## config.mk

```make
export PLATFORM = sky130hd
export DESIGN_NAME = kronos_mem_arbiter
export DESIGN_NICKNAME = d
export VERILOG_FILES = /design/src/rtl/kronos_mem_arbiter.sv
export SDC_FILE = /design/constraint.sdc
export NUM_CORES = 1
export LEC_CHECK = 0
export CAP_MARGIN = 20
export CORE_MARGIN = 8
export CORE_UTILIZATION = 36
export DETAILED_ROUTE_END_ITERATION = 7
export PLACE_DENSITY = 0.93
export SLEW_MARGIN = 20
export SYNTH_ARGS = -nofsm -noshare
export SYNTH_HDL_FRONTEND = slang
export SYNTH_SLANG_ARGS = --single-unit
```

## constraint.sdc

```tcl
create_clock -name clk -period 2.9 [get_ports clk]
set_clock_uncertainty 0.1 [all_clocks]
set_input_delay 0.435 -clock clk [delete_from_list [all_inputs] [get_ports clk]]
set_output_delay 0.435 -clock clk [all_outputs]
set_load 0.005 [all_outputs]
```

## src/rtl/kronos_mem_arbiter.sv

```systemverilog
// kronos_mem_arbiter: shares one memory port between the Kronos fetch and load/store interfaces.
// Define KRONOS_ARB_RR_EN for round-robin arbitration instead of data priority with starvation guard.
module kronos_mem_arbiter #(
  parameter int STARVE_LIMIT = 4
) (
  input  logic        clk,
  input  logic        rstz,
  input  logic [31:0] instr_addr,
  input  logic        instr_req,
  output logic        instr_ack,
  output logic [31:0] instr_data,
  input  logic [31:0] data_addr,
  input  logic [31:0] data_wr_data,
  input  logic [3:0]  data_mask,
  input  logic        data_wr_en,
  input  logic        data_req,
  output logic        data_ack,
  output logic [31:0] data_rd_data,
  output logic [31:0] mem_addr,
  output logic [31:0] mem_wr_data,
  output logic [3:0]  mem_mask,
  output logic        mem_wr_en,
  output logic        mem_req,
  input  logic        mem_ack,
  input  logic [31:0] mem_rd_data
);

  typedef enum logic [1:0] {IDLE = 2'd0, GNT_I = 2'd1, GNT_D = 2'd2} state_t;

  state_t      state_reg, state_next;
  logic        pick_data;
  logic        pick_instr;
  logic [31:0] addr_reg;
  logic [31:0] wr_data_reg;
  logic [3:0]  mask_reg;
  logic        wr_en_reg;

`ifdef KRONOS_ARB_RR_EN
  // last_gnt_reg: 0 = instr, 1 = data; on a tie the other side wins
  logic last_gnt_reg;

  assign pick_data = data_req && (!instr_req || !last_gnt_reg);

  always_ff @(posedge clk or negedge rstz) begin
    if (!rstz) begin
      last_gnt_reg <= 1'b0;
    end else if (state_reg == IDLE && (data_req || instr_req)) begin
      last_gnt_reg <= pick_data;
    end
  end
`else
  localparam logic [3:0] STARVE_MAX = 4'(STARVE_LIMIT);

  logic [3:0] starve_cnt_reg;

  assign pick_data = data_req && !(instr_req && starve_cnt_reg >= STARVE_MAX);

  // Counts data grants taken while a fetch was waiting
  always_ff @(posedge clk or negedge rstz) begin
    if (!rstz) begin
      starve_cnt_reg <= 4'd0;
    end else if (state_reg == IDLE) begin
      if (!instr_req) begin
        starve_cnt_reg <= 4'd0;
      end else if (pick_data) begin
        if (starve_cnt_reg != 4'hF) begin
          starve_cnt_reg <= starve_cnt_reg + 4'd1;
        end
      end else begin
        starve_cnt_reg <= 4'd0;
      end
    end
  end
`endif

  assign pick_instr = instr_req && !pick_data;

  always_ff @(posedge clk or negedge rstz) begin
    if (!rstz) begin
      state_reg <= IDLE;
    end else begin
      state_reg <= state_next;
    end
  end

  always_comb begin
    state_next = state_reg;
    case (state_reg)
      IDLE: begin
        if (pick_data) begin
          state_next = GNT_D;
        end else if (pick_instr) begin
          state_next = GNT_I;
        end
      end
      GNT_I, GNT_D: begin
        if (mem_ack) begin
          state_next = IDLE;
        end
      end
      default: state_next = IDLE;
    endcase
  end

  // Request fields are captured once at grant so mem_* stays stable until mem_ack
  always_ff @(posedge clk or negedge rstz) begin
    if (!rstz) begin
      addr_reg    <= 32'd0;
      wr_data_reg <= 32'd0;
      mask_reg    <= 4'd0;
      wr_en_reg   <= 1'b0;
    end else if (state_reg == IDLE) begin
      if (pick_data) begin
        addr_reg    <= data_addr;
        wr_data_reg <= data_wr_data;
        mask_reg    <= data_mask;
        wr_en_reg   <= data_wr_en;
      end else if (pick_instr) begin
        addr_reg    <= instr_addr;
        wr_data_reg <= 32'd0;
        mask_reg    <= 4'hF;
        wr_en_reg   <= 1'b0;
      end
    end
  end

  assign mem_addr    = addr_reg;
  assign mem_wr_data = wr_data_reg;
  assign mem_mask    = mask_reg;
  assign mem_wr_en   = wr_en_reg;
  assign mem_req     = (state_reg != IDLE);

  always_comb begin
    instr_ack    = 1'b0;
    data_ack     = 1'b0;
    instr_data   = 32'd0;
    data_rd_data = 32'd0;
    if (mem_ack) begin
      case (state_reg)
        GNT_I: begin
          instr_ack  = 1'b1;
          instr_data = mem_rd_data;
        end
        GNT_D: begin
          data_ack     = 1'b1;
          data_rd_data = mem_rd_data;
        end
        default: ;
      endcase
    end
  end

endmodule

```

======== After elaboration in Yosys (flattened, before gate mapping) ========
Index checks and enable logic that the tools add are counted.
word-level totals
  flip-flop bits (word level) ............. 75
  output and inout port bits .............. 136
operators by class
  muxes and demuxes ....................... 23
  reduce and logical (&&, ||, !) cells .... 12
  add/subtract/negate cells ............... 1
  $lt $le $gt $ge ......................... 1
  eq/ne operators ......................... 6
operators by type and width
  cell                 number
  $mux 32              8
  $mux 4               5
  $mux 1               6
  $mux 2               3
  $reduce_and 2->1     3
  $add 4x1->4 const B  1
  $ge 4x3->1 const B   1
  $ne 4x4->1 const B   1
  $pmux 2 s2           1
  $reduce_bool 2->1    2
  $logic_and 1x1->1    3
  $ne 3x2->1 const B   1
  $ne 3x3->1 const B   1
  $eq 2x1->1 const B   1
  $eq 2x2->1 const B   1
  $logic_not 1->1      2
  $logic_not 2->1      1
  $ne 2x2->1 const B   1
  $reduce_or 2->1      1

======== Longest topological paths before layout ========
Gate-level depths: netlist of run 1.
  depth in word-level cells ............... 9
  depth in mapped cells ................... 7
  depth with buffers taken out ............ 5

======== Worst setup path before layout of run 1 ========
OpenSTA, ideal clock, no wires.
  kind .................................... register -> register
  from .................................... register state_reg[0]
  to ...................................... register addr_reg[17], in the netlist mem_addr[17]
  slack ................................... 1.177 ns
  setup time .............................. 0.126 ns
  required time ........................... 2.674 ns
  path buffers ............................ 2
  period minus slack after synthesis ...... 1.723 ns
  data arrival time ....................... 1.497 ns
  stages on the path, launching flop included .. 8
  cells stage by stage .................... dfrtp_1 inv_1 ha_1 o21ai_1 buf_2 clkbuf_1 and2_1 a221o_1
between the ends
  cells in the longest elaborated chain, start to end .. 2
RTL lines
  element                     RTL line  source
  start: declaration          30        state_t state_reg, state_next;
  start signal: assignment    82        state_reg <= state_next;
  $logic_not 2->1             112       end else if (state_reg == IDLE) begin
  $reduce_and 2->1 (no line)  n/a
  end signal: assignment      114       addr_reg <= data_addr;
  end signal: assignment      119       addr_reg <= instr_addr;
  end: declaration            33        logic [31:0] addr_reg;
Every way passes these cells.
A chain may end at the register's enable or synchronous reset.

======== Worst setup path in the final report of run 1 ========
  from .................................... register state_reg[0]
  to ...................................... output port data_rd_data[29]
between the ends
  cells in the longest elaborated chain, start to end .. 3
RTL lines
  element           RTL line  source
  $eq 2x2->1        139       case (state_reg)
  $mux 32           139
  $mux 32           138       if (mem_ack) begin
  end: declaration  18        output logic [31:0] data_rd_data,
Every way passes these cells.

==> metrics.yaml, run 1 <==
outcome:
  status: "completed"
die:
  rows: 36
  fp.coreArea_um2: 9550
  die_x_um: 114
  dieArea_um2: 13100
  fp.dieH_um: 114
  ios: 274
  initial_core_util: 0.364
timing:
  setup_violations: 0
  slew_headroom: 0.372
  fin_crit_sh: 0.869
  rsz0062_at_grt: "false"
  fin_tns_setup_ns: 0
  maxSlewViolCount: 0
  layout_setup_ws_ns: 0.379
  worst_slew_pin_slew_ns: 0.941
  min_period_ns: 2.52
  hold_viol: 0
  whs_ns: 0.116
  fmax_mhz: 397
place:
  dp.cells: 680
  gp_congestion: 0.800
  dpl.hpwl_um: 11200
  port_buffers: 273
  pre_cts_ws_ns: 0.298
detailed_routing:
  drt_iter0_drc: 365
  viasPerCell: 5.14
  wl_per_cell_um: 20.3
  finalWirelength_um: 14200
  drc: 0
  vias: 3586
  drt_pass1_iterations: 4
  antenna_left: 0
yosys:
  ys_seq_area_frac: 0.540
  synth.top_cells.by_area: "dfrtp_1 54%, and3_1 12%, a221o_1 9.2%"
  synth_top_area_frac: 0.540
  yosys-top-cells-count: "75 x dfrtp_1, 64 x and3_1, 35 x a22o_1, 34 x and2_1, 32 x a221o_1"
  yosysWarnings: 0
  avgSynthCellArea_um2: 11.6
  synth.distinct_cells: 23
  synth_edf_count: 0
  syn_area_um2: 3470
  async_flop_share: 1.00
  synth-seq-cells: 75
  synthesis.nets: 441
  ys.flop_type: "dfrtp_1"
  synth_area_leader_cell: "dfrtp_1"
  synth.most_common_cell: "dfrtp_1"
  synthCells: 299
global_route:
  grt-ovfl-total: 0
  grt_usage: 0.211
  busiest_layer: "met2"
  gr-usage-met3: 0.0849
  grt_max_degree: 76
  gr-usage-met2: 0.377
  use_met1: 0.203
  antenna_found_initial: 1
  grt_pass1_wl_um: 21400
  grt_pass1_vias: 3891
final_layout:
  seq_area_um2: 1880
  fin_cells: 697
  n_fill_cell: 721
  finalNetCount: 700
  multiInputGateArea_um2: 1460
  areaGrowthSynthToFinish_pct: 87.6
  drive_gt1_frac: 0.0462
power_and_ir_drop:
  combPwrFrac: 0.515
  p_leak_uw: 0.00291
  clockPowerShare: 0.153
  powerDensity_nw_per_um2: 848
  irDropWorstVdd_uv: 512
  sequentialPowerShare: 0.332
  switching_share: 0.320
  internal-power_uw: 3760
  p_sw_uw: 1770
critical_path:
  timing.rr.start: "state_reg[0]$_DFFE_PN0P_"
  cp_data_required_time_ns: 2.37
  startpoint_type: "flop"
  path_max_fanout: 33
  cp-end-kind: "output port"
  rr_worst_depth: 6
  critPathKind: "reg2out"
  crit_path_start: "state_reg[0]$_DFFE_PN0P_"
  reg2reg_slack_ns: 0.62
  r2r-end: "mem_addr[10]$_DFFE_PN0P_"
  arrival_ns: 1.99
run:
  drv_cap: 0
clock_network:
  cts_setup_buffers: 0
  clk_pin_slew_ns: 0.09
  cts_buffers: 9
  htreeDepth: 3
  cts_tree: "done"
  hold_buffers: 0
  clk_path_buf_depth: 2
  cts.sinks: 75
  cts-root-buf: "clkbuf_8"
  cts_resized: 0
  clk_latency_ns: 0.33
hold_path:
  hp-class: "in2async"
## kinds of logic after synthesis
family | after synthesis | synth area share
fa+ha+maj | 4 | 0.0144
simple gates | 109 | 0.196
flops | 75 | 0.540
buf+inv | 34 | 0.0450
mux | 1 | 0.00288
compound gates | 76 | 0.202
## metal layers
layer  up-vias  part of all wire
li1       1646                 -
met1      1690              0.34
met4         0             0.042
met5         -                 0
met3        36              0.11
met2       214              0.51
## critical path: stages (launching register included)
cell             delay (ns)
dfrtp_1                0.40
inv_1                  0.09
ha_1                   0.15
buf_4                  0.26
and3_1                 0.22
clkdlybuf4s50_1        0.52
## worst max path at each step
stage                                     endpoint  slack, ns  cells past startpoint
after global placement    mem_addr[15]$_DFFE_PN0P_       0.42                      5
final                             data_rd_data[29]       0.38                      5
after CTS                         data_rd_data[29]       0.36                      5
after detailed placement  mem_addr[15]$_DFFE_PN0P_       0.30                      5
after floorplan           mem_addr[17]$_DFFE_PN0P_       1.18                      7
after global routing              data_rd_data[29]       0.28                      5
## layout by cell type (no fill, tap or decap), types with 2 or more instances in the layout
| cell | instances |
|---|---|
| a221o_1 | 32 |
| and2_1 | 34 |
| buf_12 | 2 |
| o2bb2ai_1 | 2 |
| dfrtp_1 | 75 |
| buf_4 | 4 |
| nand3_1 | 2 |
| inv_1 | 4 |
| clkbuf_8 | 11 |
| o22a_1 | 4 |
| inv_6 | 2 |
| nand2b_1 | 2 |
| nor2_1 | 2 |
| ha_1 | 4 |
| clkdlybuf4s50_1 | 272 |
| and3_1 | 64 |
| a22o_1 | 35 |
## stage by stage
step                 util  power (uW)  area, um^2
floorplan               -        2950        3470
global placement    0.660        4590        6310
detailed placement  0.660        4720        6310
CTS                 0.683        5600        6520
global route        0.683        5880        6520
finish              0.683        5530        6520
## power by group through the flow
stage / registers (uW) / clock network (uW) / logic (uW)
after global placement: 1810 / 0 / 2780
after detailed placement: 1840 / 0 / 2880
after floorplan: 1850 / 0 / 1110
final: 1840 / 845 / 2850
after global routing: 1900 / 920 / 3060
after CTS: 1840 / 874 / 2890
## layout make-up
| cell class | count | area share |
|---|---|---|
| repair buffers | 278 | 0.428 |
| diodes | 1 | 0.000384 |
| flip-flops and latches | 75 | 0.288 |
| inverters | 4 | 0.00230 |
| clock buffers | 12 | 0.0238 |
| clock inverters | 4 | 0.00864 |
| multi-input cells | 190 | 0.223 |
| well taps | 133 | 0.0255 |
(Power assumes the default switching activity.)
==> run 2, diff against run 1 <==
Settings changed: CORE_UTILIZATION 36 to 30, PLACE_DENSITY 0.93 to 0.84.
Clock period 2.9 ns to 2.1 ns, I/O delays scaled along.
==> run 2 against run 1 <==
Net effect: the flow now finishes with violations (negative setup slack); non-clock buffer count increased by 19; sequential cell count unchanged; via count increased by 2.1%; first-iteration DRC count decreased by 56%; global-route usage decreased by 2.9 points; highest routed layer unchanged; sequential share of layout area decreased by 1.8 points; final area increased by 6.8%; die area increased by 17%; critical path type unchanged; final cell count increased by 4.0%; critical endpoint is now mem_req.
==> metrics.yaml, run 2 (synthesis gave the netlist of run 1 again) <==
critical_path:
  cp_data_required_time_ns: 1.68  # was 2.37 ns
  path_max_fanout: 8  # was 33
  arrival_ns: 1.75  # was 1.99 ns
  critPathKind: "reg2out"  # unchanged
  startpoint_type: "flop"  # unchanged
  cp-end-kind: "output port"  # unchanged
timing:
  worst_slew_pin_slew_ns: 0.944  # was 0.941 ns
  layout_setup_ws_ns: -0.0663  # was 0.379 ns
  fin_crit_sh: 1.03
  rsz0062_at_grt: "true"  # was false
  fmax_mhz: 462
  min_period_ns: 2.17
  hold_viol: 0  # unchanged
  setup_violations: 3  # was 0
  maxSlewViolCount: 0  # unchanged
  slew_headroom: 0.368  # was 0.372
final_layout:
  n_fill_cell: 892  # was 721
  mostFrequentLayoutCells: "206 x clkdlybuf4s50_1, 74 x dfrtp_1, 63 x and3_1, 55 x dlymetal6s2s_1, 35 x a22o_1"  # was 272 x clkdlybuf4s50_1, 75 x dfrtp_1, 64 x and3_1, 35 x a22o_1, 34 x and2_1
  layout_commonest_cell: "clkdlybuf4s50_1"  # unchanged
  fin_util: 0.613  # was 0.683
  drive_gt1_frac: 0.107  # was 0.0462
  areaGrowthSynthToFinish_pct: 100  # was 87.6%
  finalNetCount: 719  # was 700
  diodes: 0  # was 1
  fin_cells: 725  # was 697
place:
  gp_congestion: 0.821  # was 0.800
  port_buffers: 273  # unchanged
  dp.cells: 696  # was 680
  dpl.hpwl_um: 11600  # was 11,200 um
clock_network:
  cts_buffers: 9  # unchanged
  htreeDepth: 3  # unchanged
  clk_latency_ns: 0.33  # about the same
  cts-root-buf: "clkbuf_16"  # was clkbuf_8
  clk_pin_slew_ns: 0.05  # was 0.09 ns
  cts.sinks: 75  # unchanged
  clk_path_buf_depth: 2  # unchanged
  cts_tree: "done"  # unchanged
die:
  fp.dieH_um: 124  # was 114 um
  initial_core_util: 0.306  # was 0.364
  die_x_um: 124  # was 114 um
  ios: 274  # unchanged
  rows: 39  # was 36
  fp.coreArea_um2: 11400  # was 9550 um^2
  dieArea_um2: 15300  # was 13,100 um^2
power_and_ir_drop:
  irDropWorstVdd_uv: 662  # was 512 uV
  combPwrFrac: 0.507  # was 0.515
  sequentialPowerShare: 0.308  # was 0.332
  clockPowerShare: 0.185  # was 0.153
  switching_share: 0.313  # was 0.320
  p_sw_uw: 2620  # was 1770 uW
  powerDensity_nw_per_um2: 1200  # was 848 nW/um^2
  internal-power_uw: 5730  # was 3760 uW
  p_leak_uw: 0.00406  # was 0.00291 uW
detailed_routing:
  drt_iter0_drc: 160  # was 365
  drt_pass1_iterations: 6  # was 4
  drc: 0  # unchanged
  antenna_left: 0  # unchanged
  wl_per_cell_um: 21.4  # was 20.3 um
  finalWirelength_um: 15500  # was 14,200 um
  viasPerCell: 5.05  # was 5.14
  vias: 3663  # was 3,586
global_route:
  grt_pass1_wl_um: 21200  # was 21,400 um
  grt_max_degree: 68  # was 76
  grt_pass1_vias: 3796  # was 3,891
  antenna_found_initial: 0  # was 1
  grt-ovfl-total: 0  # unchanged
  grt_usage: 0.182  # was 0.211
outcome:
  status: "finished, violations left"  # was completed
  violations: "negative setup slack"
hold_path:
  hp-class: "reg2reg"  # was in2async
run:
  drv_cap: 0  # unchanged
run 2: changes by cell type in the layout (fill, tap and decap cells not counted), moves of 10 or more:
cell / change
clkbuf_8: -10
clkbuf_16: +11
clkdlybuf4s50_1: -66
dlymetal6s2s_1: +55
buf_4: +11
clkbuf_2: +10
run 2: cell type report:
type,count,area (um^2),share of cell area
clock buffer,10,239,0.0343
multi-input combinational,190,1490,0.214
clock inverter,6,62.6,0.00898
inverter,4,15.0,0.00216
timing repair buffer,297,3100,0.446
sequential,75,1880,0.270
tap,143,179,0.0257
run 2: repair_timing:
action                                  CTS  global route
pin swaps                                 0             2
buffers inserted                          0            10
hold buffers                              1             0
resized for setup                         1            86
endpoints found under the hold margin    38             0
cloned                                    0             2
endpoints found under the setup margin   67           133
run 2: power groups by stage:
stage / logic, uW / clock network [uW] / registers (uW)
after floorplan: 1530 / 0 / 2550
after global placement: 3920 / 0 / 2530
after detailed placement: 4030 / 0 / 2550
after CTS: 4040 / 1580 / 2570
after global routing: 4530 / 1650 / 2660
final: 4230 / 1540 / 2570
run 2: per-layer routing:
layer | vias up | track usage | wire [um]
met3 | 19 | 0.0789 | 1470
li1 | 1685 | - | -
met5 | - | 0 | 0
met4 | 0 | 0.0542 | 261
met1 | 1752 | 0.187 | 5750
met2 | 207 | 0.328 | 8010
run 2: metrics by stage:
stage	setup slack, ns	area [um^2]	hold WS (ns)	TNS [ns]	power, uW
2_1_floorplan	0.377	3470	-0.0806	0	4080
3_3_place_gp	-0.0587	6400	0.207	-2.91	6450
3_5_place_dp	-0.151	6400	0.221	-8.09	6580
4_1_cts	-0.205	6710	0.389	-12.16	8190
5_1_grt	-0.158	6970	0.403	-0.388	8830
6_report	-0.0663	6970	0.383	-0.152	8340
run 2: worst max-delay path: stages, from the launching register on:
cell             delay (ns)
dfrtp_2                0.43
inv_2                  0.09
ha_2                   0.29
inv_1                  0.14
clkdlybuf4s50_1        0.48
run 2: final timing paths:
| path | from | end | slack (ns) | cells past startpoint |
|---|---|---|---|---|
| hold reg to reg | starve_cnt_reg[0]$_DFFE_PN0P_ | starve_cnt_reg[0]$_DFFE_PN0P_ | 0.38 | 1 |
| max in group asynchronous | rstz | state_reg[0]$_DFFE_PN0P_ | 0.92 | 3 |
| hold / removal | starve_cnt_reg[0]$_DFFE_PN0P_ | starve_cnt_reg[0]$_DFFE_PN0P_ | 0.38 | 1 |
| min in group asynchronous | rstz | mem_wr_data[7]$_DFFE_PN0P_ | 0.39 | 2 |
| setup / recovery | state_reg[0]$_DFFE_PN0P_ | mem_req | -0.07 | 4 |
| setup reg to reg | state_reg[0]$_DFFE_PN0P_ | mem_addr[16]$_DFFE_PN0P_ | 0.10 | 4 |
==> run 3, diff against run 2 <==
Settings changed: ABC_AREA set to 1, CORE_UTILIZATION 30 to 31.
==> run 3 against run 2 <==
Net effect: the flow now finishes without violations; sequential cell count did not move; sequential share of layout area barely moved; final cell count rose by 25%; fmax rose by 7.2%; synthesized cell count rose by 63%; combinational power fell by 9.9%; critical endpoint is now instr_data[1]; clock power rose by 4%; hold slack got worse by 0.0074 ns; register-to-register slack improved by 0.15 ns.
==> metrics.yaml, run 3 <==
timing:
  maxSlewViolCount: 0  # unchanged
  worst_slew_pin_slew_ns: 0.665  # was 0.944 ns
  layout_setup_ws_ns: 0.0784  # was -0.0663 ns
  fin_tns_setup_ns: 0  # was -0.152 ns
  whs_ns: 0.376  # was 0.383 ns
  hold_viol: 0  # unchanged
  setup_violations: 0  # was 3
  fmax_mhz: 495  # was 462 MHz
  slew_headroom: 0.556  # was 0.368
  min_period_ns: 2.02  # was 2.17 ns
  fin_crit_sh: 0.963  # was 1.03
die:
  die_x_um: 125  # was 124 um
  initial_core_util: 0.313  # was 0.306
  ios: 274  # unchanged
  fp.dieH_um: 125  # was 124 um
  fp.coreArea_um2: 11900  # was 11,400 um^2
  rows: 40  # was 39
  dieArea_um2: 15700  # was 15,300 um^2
yosys:
  synth.most_common_cell: "nand2_1"  # was dfrtp_1
  async_flop_share: 1.00  # unchanged
  ys.flop_type: "dfrtp_1"  # unchanged
  synth_top_area_frac: 0.506  # was 0.540
  synth_area_leader_cell: "dfrtp_1"  # unchanged
  yosysWarnings: 0  # unchanged
  yosys-top-cells-count: "148 x nand2_1, 75 x dfrtp_1, 74 x nor2_1, 66 x nand3_1, 40 x inv_1"  # was 75 x dfrtp_1, 64 x and3_1, 35 x a22o_1, 34 x and2_1, 32 x a221o_1
  ys_seq_area_frac: 0.506  # was 0.540
  synth_edf_count: 0  # unchanged
  synth.top_cells.by_area: "dfrtp_1 51%, nand2_1 15%, nand3_1 8.9%"  # was dfrtp_1 54%, and3_1 12%, a221o_1 9.2%
  syn_area_um2: 3710  # was 3470 um^2
  synth-seq-cells: 75  # unchanged
  synthesis.nets: 630  # was 441
  synth.distinct_cells: 18  # was 23
  synthCells: 488  # was 299
  avgSynthCellArea_um2: 7.60  # was 11.6 um^2
final_layout:
  design_area_um2: 6970  # about the same
  layout_commonest_cell: "clkdlybuf4s50_1"  # unchanged
  finalNetCount: 897  # was 719
  diodes: 0  # unchanged
  mostFrequentLayoutCells: "205 x clkdlybuf4s50_1, 146 x nand2_1, 75 x dfrtp_1, 73 x nor2_1, 66 x nand3_1"  # was 206 x clkdlybuf4s50_1, 74 x dfrtp_1, 63 x and3_1, 55 x dlymetal6s2s_1, 35 x a22o_1
  n_fill_cell: 1077  # was 892
  drive_gt1_frac: 0.0868  # was 0.107
  areaGrowthSynthToFinish_pct: 87.8  # was 100%
clock_network:
  clk_pin_slew_ns: 0.06  # was 0.05 ns
  clk_path_buf_depth: 2  # unchanged
  cts_buffers: 9  # unchanged
  cts.sinks: 75  # unchanged
  cts_tree: "done"  # unchanged
  htreeDepth: 3  # unchanged
  clk_latency_ns: 0.32  # was 0.33 ns
  cts-root-buf: "clkbuf_16"  # unchanged
detailed_routing:
  wl_per_cell_um: 17.0  # was 21.4 um
  finalWirelength_um: 15400  # was 15,500 um
  antenna_left: 0  # unchanged
  viasPerCell: 4.76  # was 5.05
  drc: 0  # unchanged
  drt_pass1_iterations: 5  # was 6
  drt_iter0_drc: 180  # was 160
  vias: 4315  # was 3,663
run:
  drv_cap: 0  # unchanged
global_route:
  grt_max_degree: 71  # was 68
  grt-ovfl-total: 0  # unchanged
  grt_usage: 0.188  # was 0.182
  antenna_found_initial: 0  # unchanged
  grt_pass1_wl_um: 23800  # was 21,200 um
  grt_pass1_vias: 4379  # was 3,796
critical_path:
  crit_path_top_delay_cell: "dfrtp_1"  # was clkdlybuf4s50_1
  crit_path_cell_trace: "inv_1 -> ha_2 -> nand2_2 -> buf_4 -> clkbuf_16 -> nor2_1 -> clkbuf_2"  # was inv_2 -> ha_2 -> inv_1 -> clkdlybuf4s50_1
  slowest_delay_ns: 0.38  # was 0.48 ns
  crit_family: "buffers and inverters"  # unchanged
  startpoint_type: "flop"  # unchanged
  critPathBufInv: 4  # was 3
  cp-end-kind: "output port"  # unchanged
  arrival_ns: 1.61  # was 1.75 ns
  cp_data_required_time_ns: 1.68  # about the same
  critPathKind: "reg2out"  # unchanged
  path_max_fanout: 16  # was 8
  reg2reg_slack_ns: 0.25  # was 0.10 ns
place:
  port_buffers: 273  # unchanged
  pre_cts_ws_ns: -0.128  # was -0.151 ns
  dpl.hpwl_um: 11400  # was 11,600 um
  dpl_cell_area_um2: 6620  # was 6400 um^2
  gp_congestion: 0.804  # was 0.821
power_and_ir_drop:
  powerDensity_nw_per_um2: 1130  # was 1200 nW/um^2
  p_leak_uw: 0.00377  # was 0.00406 uW
  power_uw: 7850  # was 8340 uW
  irDropWorstVdd_uv: 773  # was 662 uV
hold_path:
  hp-class: "reg2reg"  # unchanged
outcome:
  status: "completed"  # was finished, violations left
-- run 3: cell types whose count changed after synthesis, sizes merged, moves of 3 or more --
cell | previous run | this run
o22a | 4 | 0
a22o | 35 | 0
nand3 | 2 | 66
nor2 | 3 | 75
and3 | 65 | 0
inv | 4 | 42
a221o | 32 | 0
nand4 | 0 | 34
a21oi | 0 | 3
and2 | 34 | 0
nand2 | 1 | 149
-- run 3: path summary, 6_finish.rpt --
check / from / to / cells past startpoint
min in group asynchronous: rstz / mem_addr[18]$_DFFE_PN0P_ / 2
hold reg to reg: mem_wr_data[15]$_DFFE_PN0P_ / mem_wr_data[15]$_DFFE_PN0P_ / 2
hold / removal: mem_wr_data[15]$_DFFE_PN0P_ / mem_wr_data[15]$_DFFE_PN0P_ / 2
setup reg to reg: state_reg[0]$_DFFE_PN0P_ / mem_addr[13]$_DFFE_PN0P_ / 6
max in group asynchronous: rstz / mem_wr_data[6]$_DFFE_PN0P_ / 3
setup / recovery: state_reg[1]$_DFFE_PN0P_ / instr_data[1] / 7
-- run 3: area by class of cell --
type	count	area, um^2	area share
clock buffer	13	270	0.0388
clock inverter	3	45.0	0.00646
inverter	42	158	0.0226
multi-input combinational	337	1550	0.223
sequential	75	1880	0.269
tap	147	184	0.0264
timing repair buffer	290	2880	0.414
-- run 3: cells by family after synthesis --
family                   synth area share
AO/OA/AOI/OAI                      0.0175
XOR/XNOR                          0.00236
AND/OR/NAND/NOR                     0.377
buffers and inverters              0.0840
adder cells (fa/ha/maj)            0.0135
flip-flops                          0.506
-- run 3: metrics by stage --
stage          cells   util
3_3_place_gp     886  0.558
3_5_place_dp     886  0.558
2_1_floorplan    488      -
5_1_grt          907  0.587
6_report         907  0.587
4_1_cts          904  0.585
-- run 3: worst reg2reg max path, stage by stage, from the launching register on --
cell	delay (ns)
dfrtp_1	0.41
inv_2	0.10
ha_2	0.28
o21ai_4	0.10
inv_2	0.50
nand3_1	0.18
nand3_1	0.11
-- run 3: report_power, final --
part / switching (uW) / internal [uW]
Clock: 580 / 1020
Combinational: 1760 / 2050
Sequential: 348 / 2090
Total: 2690 / 5160
-- run 3: per-layer routing --
metal	GRT usage	up-vias	routed length, um	share of wire
met4	0.0781	0	471	0.031
li1	-	2083	-	-
met3	0.0633	29	1260	0.082
met1	0.203	1980	5840	0.38
met2	0.333	223	7810	0.51
met5	0	-	0	0
-- run 3: timing repair --
action	in CTS	in global routing
endpoints found under the hold margin	33	0
setup endpoints to repair	67	50
resized for setup	51	69
setup buffers	0	2
hold buffers	1	0
gates cloned	1	1
